`config.mk`:
```
export PLATFORM = sky130hd
export DESIGN_NAME = uart_apb_arb
export DESIGN_NICKNAME = d
export VERILOG_FILES = /design/src/rtl/uart_apb_arb.sv
export SDC_FILE = /design/constraint.sdc
export NUM_CORES = 1
export LEC_CHECK = 0
export CELL_PAD_IN_SITES_DETAIL_PLACEMENT = 1
export CELL_PAD_IN_SITES_GLOBAL_PLACEMENT = 1
export CORE_MARGIN = 4
export CORE_UTILIZATION = 29
export CTS_CLUSTER_SIZE = 24
export DETAILED_ROUTE_END_ITERATION = 6
export PLACE_DENSITY = 0.83
export SYNTH_ARGS = -nofsm -noshare
export SYNTH_HDL_FRONTEND = slang
export SYNTH_SLANG_ARGS = --single-unit
export TNS_END_PERCENT = 100
```
`constraint.sdc`:
```
create_clock -name pClk -period 2.5 [get_ports pClk]
set_clock_uncertainty 0.2 [all_clocks]
set_input_delay 0.25 -clock pClk [delete_from_list [all_inputs] [get_ports pClk]]
set_output_delay 0.25 -clock pClk [all_outputs]
set_load 0.03 [all_outputs]
```
`src/rtl/uart_apb_arb.sv`:
```
// Two-requester arbiter in front of an APB master port toward the UART register block.
// Define UART_ARB_FIXED_PRIO_EN for fixed priority (requester 0 wins ties) instead of round-robin.
module uart_apb_arb #(
    parameter int unsigned DATA_W = 32
) (
    input  logic              pClk,
    input  logic              pReset,
    input  logic              req0,
    input  logic              req1,
    input  logic              we0,
    input  logic              we1,
    input  logic [DATA_W-1:0] addr0,
    input  logic [DATA_W-1:0] addr1,
    input  logic [DATA_W-1:0] wdata0,
    input  logic [DATA_W-1:0] wdata1,
    output logic              done0,
    output logic              done1,
    output logic [DATA_W-1:0] rdata0,
    output logic [DATA_W-1:0] rdata1,
    output logic              busy,
    output logic              pSel,
    output logic              pEnable,
    output logic              pWrite,
    output logic [DATA_W-1:0] pAddr,
    output logic [DATA_W-1:0] pWdata,
    input  logic [DATA_W-1:0] pReadData
);

    typedef enum logic [1:0] {StIdle, StSetup, StAccess, StDone} state_e;

    state_e            state_q, state_d;
    logic              gnt_q, gnt_d;
    logic              psel_q, psel_d;
    logic              penable_q, penable_d;
    logic              pwrite_q, pwrite_d;
    logic [DATA_W-1:0] paddr_q, paddr_d;
    logic [DATA_W-1:0] pwdata_q, pwdata_d;
    logic              done0_q, done0_d;
    logic              done1_q, done1_d;
    logic [DATA_W-1:0] rdata0_q, rdata0_d;
    logic [DATA_W-1:0] rdata1_q, rdata1_d;
    logic              win;

    // gnt_q is updated only on entry to SETUP, so it doubles as the last-served pointer.
    always_comb begin
`ifdef UART_ARB_FIXED_PRIO_EN
        win = !req0;
`else
        win = (req0 && req1) ? !gnt_q : !req0;
`endif
    end

    always_comb begin
        state_d   = state_q;
        gnt_d     = gnt_q;
        psel_d    = psel_q;
        penable_d = penable_q;
        pwrite_d  = pwrite_q;
        paddr_d   = paddr_q;
        pwdata_d  = pwdata_q;
        done0_d   = 1'b0;
        done1_d   = 1'b0;
        rdata0_d  = rdata0_q;
        rdata1_d  = rdata1_q;
        unique case (state_q)
            StIdle: begin
                if (req0 || req1) begin
                    state_d  = StSetup;
                    gnt_d    = win;
                    psel_d   = 1'b1;
                    pwrite_d = win ? we1 : we0;
                    paddr_d  = win ? addr1 : addr0;
                    pwdata_d = win ? wdata1 : wdata0;
                end
            end
            StSetup: begin
                state_d   = StAccess;
                penable_d = 1'b1;
            end
            StAccess: begin
                state_d   = StDone;
                psel_d    = 1'b0;
                penable_d = 1'b0;
                done0_d   = !gnt_q;
                done1_d   = gnt_q;
                if (!pwrite_q) begin
                    if (gnt_q) begin
                        rdata1_d = pReadData;
                    end else begin
                        rdata0_d = pReadData;
                    end
                end
            end
            StDone: begin
                state_d = StIdle;
            end
            default: begin
                state_d   = StIdle;
                psel_d    = 1'b0;
                penable_d = 1'b0;
            end
        endcase
    end

    always_ff @(posedge pClk or negedge pReset) begin
        if (!pReset) begin
            state_q   <= StIdle;
            gnt_q     <= 1'b1;
            psel_q    <= 1'b0;
            penable_q <= 1'b0;
            pwrite_q  <= 1'b0;
            paddr_q   <= '0;
            pwdata_q  <= '0;
            done0_q   <= 1'b0;
            done1_q   <= 1'b0;
            rdata0_q  <= '0;
            rdata1_q  <= '0;
        end else begin
            state_q   <= state_d;
            gnt_q     <= gnt_d;
            psel_q    <= psel_d;
            penable_q <= penable_d;
            pwrite_q  <= pwrite_d;
            paddr_q   <= paddr_d;
            pwdata_q  <= pwdata_d;
            done0_q   <= done0_d;
            done1_q   <= done1_d;
            rdata0_q  <= rdata0_d;
            rdata1_q  <= rdata1_d;
        end
    end

    assign busy    = (state_q != StIdle);
    assign pSel    = psel_q;
    assign pEnable = penable_q;
    assign pWrite  = pwrite_q;
    assign pAddr   = paddr_q;
    assign pWdata  = pwdata_q;
    assign done0   = done0_q;
    assign done1   = done1_q;
    assign rdata0  = rdata0_q;
    assign rdata1  = rdata1_q;

endmodule

```
-- Word level (Yosys, flattened, before mapping)
Index checks and enable logic that the tools add are counted.
- memories: 0
- bits in latches: 0
- bits in registers: 136
- bits in read-only memories: 0
- RAM bits: 0
- input bits: 166
- output and inout port bits: 134
- word-level logic and storage cells: 40
- $add $sub $neg: 0
- $lt $le $gt $ge: 0
- multipliers: 0
- eq/ne operators: 4
- bitwise operators: 2
- reduce and logical (&&, ||, !) cells: 12
- mux-type cells: 11
- shift-type cells: 0
- div/mod/pow operators: 0
- operators by type and width (kind ; number):
    32-bit 2-to-1 mux ; 2
    2-bit one-hot mux with 4 select lines ; 1
    3-bit AND reduction ; 2
    2-bit nonzero test ; 3
    1-bit 2-to-1 mux ; 5
    2-bit equality test, second input constant ; 2
    1-bit one-hot mux with 2 select lines ; 2
    2-bit AND reduction ; 2
    2-bit by 1-bit equality test with 1-bit output, second input constant ; 1
    1-bit zero test ; 2
    2-bit zero test ; 1
    2-bit 2-to-1 mux ; 1
    2-bit inequality test, second input constant ; 1
    1-bit NOT ; 2
    1-bit logical AND ; 1
    1-bit logical OR ; 1

-- Logic depth before layout (Yosys ltp)
- depth in word-level cells: 3
- gate-level depth with buffers: 7
- mapped depth without buffers: 5

-- Worst setup path before layout
Ideal clock, no wire load.
- path type: reg-to-reg
- start: reg state_q[0]
- end: reg state_q[1]
- slack: 705 ps
- cell stages (with the launch flop): 5
- required time: 2175 ps
- path buffers: 0
- arrival time: 1470 ps
- library setup time: 125 ps
- clock period less this slack: 1795 ps
- cells stage by stage: dfrtp_1 inv_1 ha_1 nor3b_1 mux2_2
- cells in the longest elaborated chain, start to end: 2
- elaborated cells on any way between the ends: 6
- those cells by class: 4 x eq/ne; 1 x mux; 1 x reduce/logical
- ends and longest elaborated chain (element ; RTL line ; RTL):
    start: declaration ; 31 ; state_e state_q, state_d;
    start signal: assignment ; 107 ; state_q <= StIdle;
    start signal: assignment ; 119 ; state_q <= state_d;
    2-bit equality test, or another cell as far along ; 65 ; unique case (state_q)
    2-bit one-hot mux with 4 select lines / 2-bit inequality test (equally long branches) ; -- ;
Several ways; a longest one is shown, not always the timed one.
A chain may end at the register's enable or synchronous reset.

-- Worst setup path in the final report
- start: reg state_q[0]
- end: out busy
- cells in the longest elaborated chain, start to end: 1
- ends and longest elaborated chain (element ; RTL line ; RTL):
    2-bit nonzero test ; 133 ; assign busy = (state_q != StIdle);
    end: declaration ; 20 ; output logic busy,
Every way passes these cells.

==> out/metrics.csv <==
metric;value;unit
outcome;finished clean;
die_h;150.3;um
ios;300;
grt_pass1_vias;5813;
fp-row-count;51;
slowest_stage;clkdlybuf4s50_1;
required;2.05;ns
cts_sinks;136;
cts_buffers;17;
num_vias;5381;
endpoint_kind;output port;
setup_tns;0;ns
layout-drive-gt1-share;14.15;%
p_sw_share;42.37;%
placed_cell_area;9129;um2
ys_seq_area_share;57.97;%
critPathArrivalTime;1.88;ns
postRouteAntennaNets;0;
setup_viol;0;
pwr-share-comb;52.6;%
clkTransAtPathRegs;0.06;ns
clk_latency;0.41;ns
route.detailed.drc;0;
syn_to_final_growth;65.87;%
cap_violations;0;
routedWlPerCell;20.29;um
grt_pass1_wl;34240;um
rsz0062_at_grt;no;
slew_headroom;62.30;%
clockPowerShare;18.6;%
die_w;150.3;um
p_switching;5.884;mW
tightestPinTransition;0.5655;ns
power_leakage;3.863;nW
powerDensity;1426;nW/um2
start_util;29.79;%
cts_tree;built;
hold_violations;0;
clk_path_buf_depth;2;
overflow;0;
antenna_found_initial;0;
dp_hpwl;16420;um
crit_chain;inv_1 -> ha_1 -> inv_1 -> clkdlybuf4s50_1;
irDropWorstVdd;509.9;uV
drtIter0Drc;216;
fin_crit;2.332;ns
grt_max_degree;65;
core-area;19720;um2
synth.avg_cell_area;10.96;um2
root_buffer;clkbuf_16;
wirelength;22300;um
cts_hold_buf;1;
p_int;8.003;mW
ys_types;27;
io_buffers;299;
holdWs;0.1601;ns
max_freq;428.8;MHz
path_max_fanout;6;
ys_ff_latch;136;
fin_nets;991;
cp-start-kind;flop;
cpMostUsedCell;inv_1;
syn_area;5873;um2
worstSetupPathType;reg2out;
globalplace.congestion;0.7421;
syn-num-nets;706;
first_pass_iters;6;
power_frac_seq;28.8;%
final_area;9742;um2
via_per_inst;4.896;
track_usage;19.67;%
htreeDepth;4;
period_share;93.28;%
fill_cells;2107;
diodes;0;
hold_path_class;in2reg;
ys_warn_count;0;
cts.repair.resized;0;
slew_viol_final;0;
syn_inst;536;
critical-path-max-stage-delay;0.60;ns
post_cts_buffers;0;
die_area;22590;um2
-- power by group through the flow --
stage / clock network, mW / registers (mW) / logic [mW]
floorplan: 0 / 6.06 / 2.00
global placement: 0 / 3.94 / 7.19
detailed placement: 0 / 4.05 / 7.37
CTS: 2.67 / 4.03 / 7.40
global route: 2.78 / 4.16 / 7.77
finish: 2.58 / 4.00 / 7.30
-- through the flow --
step           cells  total power [mW]  setup WS [ns]  util, %
2_1_floorplan    536             8.057         0.7050        -
3_3_place_gp    1066             11.13         0.5117    46.30
3_5_place_dp    1066             11.43         0.4256    46.30
4_1_cts         1099             14.10         0.1189    49.41
5_1_grt         1099             14.71        0.04208    49.41
6_report        1099             13.89         0.1679    49.41
-- sequential cells by signal (all words and copies together), names as in the netlist --
signal / count
rdata1: 32
done0: 1
pWrite: 1
gnt_q: 1
pAddr: 32
rdata0: 32
state_q: 2
pSel: 1
done1: 1
pEnable: 1
pWdata: 32
-- layout by cell type (no fill, tap or decap) --
cell type	instances
inv_1	4
inv_6	3
mux2_1	2
nor2b_4	1
clkbuf_16	17
clkdlybuf4s50_1	297
o21ai_1	9
buf_12	4
dfstp_2	1
o21a_4	1
o31ai_1	1
a31oi_1	66
nor2b_1	1
bufinv_16	2
nand3_1	65
clkbuf_8	1
nor2_1	66
clkinvlp_4	3
inv_8	3
buf_2	1
clkinv_4	2
mux2_2	63
clkbuf_1	1
dfrtp_1	135
inv_2	1
buf_4	12
nor3b_4	1
nor3_1	1
nand2b_2	1
mux2i_1	1
and2_1	1
nand3b_1	1
a21oi_1	2
nor3b_1	1
buf_6	1
dlygate4sd3_1	1
o21ai_0	57
ha_1	4
-- synthesized netlist by cell type --
| library cell | count | area share (%) |
|---|---|---|
| a21oi_1 | 2 | 0.17 |
| a31oi_1 | 66 | 7.0 |
| and2_1 | 1 | 0.11 |
| buf_2 | 27 | 2.3 |
| buf_4 | 7 | 0.89 |
| clkbuf_1 | 14 | 0.89 |
| clkbuf_2 | 2 | 0.17 |
| dfrtp_1 | 135 | 58 |
| dfstp_2 | 1 | 0.45 |
| ha_1 | 4 | 0.85 |
| inv_1 | 5 | 0.32 |
| mux2_1 | 2 | 0.38 |
| mux2_2 | 63 | 12 |
| mux2i_1 | 1 | 0.17 |
| nand2b_1 | 1 | 0.11 |
| nand3_1 | 65 | 5.5 |
| nand3b_1 | 1 | 0.13 |
| nor2_1 | 66 | 4.2 |
| nor2b_1 | 1 | 0.11 |
| nor2b_2 | 1 | 0.15 |
| nor3_1 | 1 | 0.085 |
| nor3b_1 | 1 | 0.13 |
| nor3b_4 | 1 | 0.32 |
| o21a_1 | 1 | 0.13 |
| o21ai_0 | 57 | 4.9 |
| o21ai_1 | 9 | 0.77 |
| o31ai_1 | 1 | 0.13 |
-- final timing paths --
path / from / to / slack (ns) / depth (start not counted)
max reg2reg: state_q[0]$_DFFE_PN0P_ / pWdata[13]$_DFFE_PN0P_ / 0.53 / 6
max in group asynchronous: pReset / rdata0[29]$_DFFE_PN0P_ / 1.09 / 3
min in group asynchronous: pReset / rdata0[10]$_DFFE_PN0P_ / 0.23 / 2
min reg2reg: rdata0[5]$_DFFE_PN0P_ / rdata0[5]$_DFFE_PN0P_ / 0.31 / 1
max: state_q[0]$_DFFE_PN0P_ / busy / 0.17 / 4
min: req0 / gnt_q$_DFFE_PN1P_ / 0.16 / 3
-- layout make-up --
| class | count | area (um2) | share of cell area, % |
|---|---|---|---|
| Clock buffer | 19 | 442.9 | 4.547 |
| Clock inverter | 13 | 160.2 | 1.644 |
| Inverter | 5 | 18.77 | 0.1927 |
| Multi-Input combinational cell | 345 | 2215 | 22.73 |
| Sequential cell | 136 | 3405 | 34.95 |
| Tap cell | 265 | 331.6 | 3.404 |
| Timing Repair Buffer | 316 | 3169 | 32.53 |
-- per-layer routing --
metal	global-route usage, %	up-vias	share of wire (%)
li1	-	2493	-
met1	22.76	2637	39
met2	33.80	238	49
met3	8.970	13	11
met4	3.705	0	0.86
met5	0	-	0
-- worst max-delay path, delay by kind of cell, from the launching register on --
kind | cells | cell delay (ns)
fa+ha+maj | 1 | 0.30
buf+inv | 3 | 0.81
flops | 1 | 0.37
-- kinds of logic after synthesis --
group | after synthesis | synth area share [%]
AOI/OAI and AO/OA | 136 | 13.08
adders and majority gates | 4 | 0.8522
buffers and inverters | 55 | 4.580
DFF | 136 | 57.97
muxes | 66 | 12.63
and+or+nand+nor | 139 | 10.89
No activity file was read; power rests on OpenSTA's default activity.
